[src/rtl/alu_cmp_pkg.sv]
// Shared definitions for the serial compare path: FSM encodings and the
// result-flag indices also used by the ALU result mux.
package alu_cmp_pkg;

    localparam logic [1:0] ST_IDLE = 2'd0;
    localparam logic [1:0] ST_RUN  = 2'd1;
    localparam logic [1:0] ST_DONE = 2'd2;

    localparam int CMP_LT = 0;
    localparam int CMP_EQ = 1;
    localparam int CMP_GT = 2;

endpackage

[src/rtl/one_bit_comparator.sv]
// Cascadable magnitude-compare cell: folds one bit pair (MSB-first) into the
// running greater/equal state.
module one_bit_comparator (
    input  logic gin,
    input  logic ein,
    input  logic xin,
    input  logic yin,
    output logic gout,
    output logic eout
);

    assign gout = gin | (ein & xin & ~yin);
    assign eout = ein & ~(xin ^ yin);

endmodule

[src/rtl/serial_slt_unit.sv]
// Bit-serial SLT/SLTU compare: walks the latched operands MSB-first through a
// one_bit_comparator and stops at the first differing bit.
//
// state   | meaning
// IDLE    | waiting for start; flags hold the last result
// RUN     | one operand bit compared per cycle
// DONE    | result valid, done pulses for this cycle
module serial_slt_unit
    import alu_cmp_pkg::*;
#(
    parameter int WIDTH = 32
) (
    input  logic             clk,
    input  logic             rst,
    input  logic             start,
    input  logic [WIDTH-1:0] a,
    input  logic [WIDTH-1:0] b,
    input  logic             is_signed,
    output logic             busy,
    output logic             done,
    output logic             lt,
    output logic             eq,
    output logic             gt
);

    localparam int IW = $clog2(WIDTH);
    localparam logic [IW-1:0] IDX_TOP = IW'(WIDTH - 1);

    logic [1:0]       state_q, state_d;
    logic [WIDTH-1:0] a_q, a_d, b_q, b_d;
    logic             g_q, g_d, e_q, e_d;
    logic [IW-1:0]    idx_q, idx_d;
    logic [2:0]       res_q, res_d;
    logic             done_q, done_d;
    logic             gout, eout;

    one_bit_comparator u_cell (
        .gin  (g_q),
        .ein  (e_q),
        .xin  (a_q[idx_q]),
        .yin  (b_q[idx_q]),
        .gout (gout),
        .eout (eout)
    );

    always_comb begin
        state_d = state_q;
        a_d     = a_q;
        b_d     = b_q;
        g_d     = g_q;
        e_d     = e_q;
        idx_d   = idx_q;
        res_d   = res_q;
        done_d  = 1'b0;
        case (state_q)
            ST_IDLE: begin
                if (start) begin
                    // Flipping both sign bits maps signed order onto unsigned order
                    a_d     = {a[WIDTH-1] ^ is_signed, a[WIDTH-2:0]};
                    b_d     = {b[WIDTH-1] ^ is_signed, b[WIDTH-2:0]};
                    g_d     = 1'b0;
                    e_d     = 1'b1;
                    idx_d   = IDX_TOP;
                    res_d   = 3'b000;
                    state_d = ST_RUN;
                end
            end
            ST_RUN: begin
                g_d = gout;
                e_d = eout;
                if (!eout || idx_q == '0) begin
                    res_d[CMP_LT] = ~gout & ~eout;
                    res_d[CMP_EQ] = eout;
                    res_d[CMP_GT] = gout;
                    done_d        = 1'b1;
                    state_d       = ST_DONE;
                end else begin
                    idx_d = idx_q - 1'b1;
                end
            end
            ST_DONE: state_d = ST_IDLE;
            default: state_d = ST_IDLE;
        endcase
    end

    always_ff @(posedge clk) begin
        if (rst) begin
            state_q <= ST_IDLE;
            a_q     <= '0;
            b_q     <= '0;
            g_q     <= 1'b0;
            e_q     <= 1'b1;
            idx_q   <= IDX_TOP;
            res_q   <= 3'b000;
            done_q  <= 1'b0;
        end else begin
            state_q <= state_d;
            a_q     <= a_d;
            b_q     <= b_d;
            g_q     <= g_d;
            e_q     <= e_d;
            idx_q   <= idx_d;
            res_q   <= res_d;
            done_q  <= done_d;
        end
    end

    assign busy = (state_q != ST_IDLE);
    assign done = done_q;
    assign lt   = res_q[CMP_LT];
    assign eq   = res_q[CMP_EQ];
    assign gt   = res_q[CMP_GT];

endmodule

[config.mk]
export PLATFORM = sky130hd
export DESIGN_NAME = serial_slt_unit
export DESIGN_NICKNAME = d
export VERILOG_FILES = /design/src/rtl/alu_cmp_pkg.sv /design/src/rtl/one_bit_comparator.sv /design/src/rtl/serial_slt_unit.sv
export SDC_FILE = /design/constraint.sdc
export NUM_CORES = 1
export LEC_CHECK = 0
export BUFFER_PORTS_ARGS = -buffer_cell sky130_fd_sc_hd__buf_2
export CAP_MARGIN = 0
export CORE_ASPECT_RATIO = 1.75
export CORE_MARGIN = 5
export CORE_UTILIZATION = 54
export CTS_CLUSTER_DIAMETER = 50
export DETAILED_ROUTE_END_ITERATION = 8
export MAX_ROUTING_LAYER = met4
export PLACE_DENSITY = 0.79
export RECOVER_POWER = 100
export SLEW_MARGIN = 40
export SYNTH_ARGS = -nofsm -noshare
export SYNTH_HDL_FRONTEND = slang
export SYNTH_HIERARCHICAL = 1
export SYNTH_SLANG_ARGS = --single-unit
[constraint.sdc]
create_clock -name clk -period 3.6 [get_ports clk]
set_input_delay 0.9 -clock clk [delete_from_list [all_inputs] [get_ports clk]]
set_output_delay 0.9 -clock clk [all_outputs]
set_load 0.005 [all_outputs]
==> metrics.txt <==
Nets=555; final period utilization=89.3%; sequential element share of the synthesized area=45.1%; Die W=70.1 µm; crit path DAT=3.47 ns; leakage=1.77 nW; die height=115 µm; RSZ-0062 raised after global routing=no; R2R Path End=idx_q[3]; multi-input logic area=1680 µm²; Seq. cell area=1540 µm²; antenna diode count=0; # setup viols final=0; synth top area cells=dfxtp_1 (45%), nand2_1 (15%), mux2i_1 (9.7%); Max stage delay cell, worst path=dfxtp_1; setup TNS=0 ns; DR WL/cell=13.8 µm; Cell Area, Synth=3420 µm²; Vias=3022; antenna violations before repair=0; clk slew on worst S/H paths=0.07 ns; R2R setup slack=0.38 ns; Yosys reg bits=77; CTS Hold Buffers Added=0; vias in the first global route=2993; Area growth syn-to-layout=13.6%; # IOs=73; CP startpoint kind=flop; Worst Hold Class=flop to flop; Critical Path RT=3.85 ns; max_cap viols=2; Post-CTS Setup Inserts=0; largest net degree at the start of global routing=42; CP Class=flop to flop; status=finished with violations; Pre-antenna DRT Iters=4; htree depth=3; Port-buffer cells=72; Clock Tree Root=clkbuf_8; worst setup path endpoint=idx_q[3]; Die ar.=8080 µm²; failing checks=max-capacitance violations, max-slew violations; R2R Path Start=idx_q[2]; latest clock arrival within the worst-skew pair=0.36 ns; crit path cell chain=nor2b_1 -> a22oi_1 -> and3_1 -> a31oi_1 -> nand3_1 -> xnor2_1 -> and2_1 -> o41a_1 -> nand4_1 -> mux2i_1 -> or2_1; antenna violation net count after detailed routing=0; syn nets=500; CP Max Fanout=16; GPL Wtd Cong=0.889; area share of the largest cell type after synthesis=45.1%; share of cells above drive strength 1=17.7%; FP Rows=38; starting density of the core=55.3%; PwrDens=500 nW/µm²; Layout fillers=591; grt total ovfl=0; worst-margin pin slew=1.77 ns; max frequency=311 MHz; post-DP HPWL=5860 µm; minimum clock period=3.22 ns; syn avg cell area=7.93 µm²; Routed Wire Length=7900 µm; post-synthesis cell type count=37; R2R depth=11; cell taking the most area after synthesis=dfxtp_1; CTS tree=built; Gates resized, CTS repair=0; first-pass GRT wire length=13200 µm; Rel. slew slack=-18.1%; post-synthesis cell count=431; Max Clock Skew=0.00514 ns; overall routing resource usage=21.2%; critical path depth=11; Hold Slack=0.454 ns; fin. max-slew vios=64; Clock Tree Buf Depth=2; final-report hold violation count=0; CP max stage delay=0.66 ns; 1st-iter DRT viols=181; Largest delay share family, worst path=simple AND/OR/NAND/NOR gates; CP endpoint kind=flop; Worst Hold Path Cells=2; Critical Path Start=idx_q[2]; buffer and inverter count on the worst path=0; Overall Power=1.94 mW; clock sink count=77; number of synthesis warnings=6; DRC=0; peak supply drop=0.290 mV; core area=6180 µm²; Vias/cell=5.29; total CTS buffers=9
==> per-stage QoR <==
step	instances	util, %	cell area, µm²	worst slack (ns)
final	571	62.8	3880	0.385
after global routing	571	62.8	3880	0.0276
after CTS	571	63.4	3920	0.387
after detailed placement	555	61.0	3770	0.398
after global placement	555	61.0	3770	0.520
after floorplan	431	-	3420	1.06
==> Yosys cell counts <==
library cell	number
nand2_1	137
dfxtp_1	77
a21oi_1	65
mux2i_1	33
clkbuf_1	15
buf_2	12
nor2_1	12
nand3_1	9
a22oi_1	8
a31oi_1	8
a211oi_1	4
buf_4	4
inv_1	4
nand2b_1	4
nor3_1	4
nand4_1	3
o21bai_1	3
xnor2_1	3
a211o_1	2
a2bb2oi_1	2
and3_1	2
buf_6	2
nor2b_1	2
or2_2	2
or3_1	2
a21o_1	1
and2_1	1
and2b_2	1
buf_1	1
ha_1	1
nand3_2	1
nor2_2	1
o211ai_1	1
o21ai_1	1
o41a_1	1
o41ai_1	1
or2_1	1
==> where the power goes <==
part	internal [mW]	switching [mW]
clock	0.249	0.296
combinational	0.164	0.240
sequential	0.933	0.0576
total	1.35	0.594
==> sequential cells by signal (all words and copies together), names as in the netlist <==
| register | flops |
|---|---|
| idx_q | 5 |
| state_q | 2 |
| res_q | 3 |
| e_q | 1 |
| done | 1 |
| a_q | 32 |
| b_q | 32 |
| g_q | 1 |
==> layer usage <==
metal  routed length [µm]  global-route usage, %  up-vias  share of wire [%]
met4                  220                   9.59        0                2.8
met5                    0                      -        -                  0
met1                 3100                   21.6     1370                 39
li1                     -                      -     1567                  -
met3                  370                   5.77       19                4.7
met2                 4210                   37.5       66                 53
==> worst register-to-register path, cell delays in order (launching register included) <==
cell and delay [ns]:
dfxtp_1 0.66, nor2b_1 0.56, a22oi_1 0.17, and3_1 0.20, a31oi_1 0.17, nand3_1 0.14
xnor2_1 0.15, and2_1 0.21, o41a_1 0.32, nand4_1 0.15, mux2i_1 0.15, or2_1 0.22
==> cell usage in the layout (no fill, tap or decap), drive strengths merged <==
master and instances:
nor2 13, mux2i 33, and2 1, nand2 137, o21ai 1, nand3 10
dfxtp 77, buf 71, a21oi 65, or3 2, xnor2 3, o211ai 1
ha 1, a2bb2oi 2, a21o 1, nand2b 4, nor2b 2, or2 3
o21bai 3, and2b 1, clkinv 2, nand4 3, clkbuf 21, nor3 4
a211o 2, a211oi 4, o41a 1, a31oi 8, a22oi 8, o41ai 1
and3 2, inv 4
==> worst min-delay path by stage <==
stage,from,end,slack (ns)
global placement,b_q[5],b_q[5],0.44
finish,b_q[23],b_q[23],0.45
detailed placement,b_q[23],b_q[23],0.45
global route,b_q[8],b_q[8],0.47
CTS,b_q[23],b_q[23],0.46
floorplan,a_q[0],a_q[0],0.44
==> cell type report <==
cell class,instances,share of cell area [%]
Multi-Input combinational cell,316,43.3
Sequential cell,77,39.7
Clock inverter,2,0.258
Clock buffer,14,3.67
Timing Repair Buffer,78,10.1
Inverter,4,0.387
Tap cell,80,2.58
==> logic make-up (layout without fill, tap and decap cells) <==
group	count (synthesis)	count (layout)	share of synthesized area, %
fa+ha+maj	1	1	0.366
xor+xnor	3	3	0.769
flops	77	77	45.1
mux	33	33	9.67
compound gates	97	97	16.5
buf+inv	38	98	5.49
simple gates	182	182	22.1
Note: power is estimated with default switching activity, not from simulation.
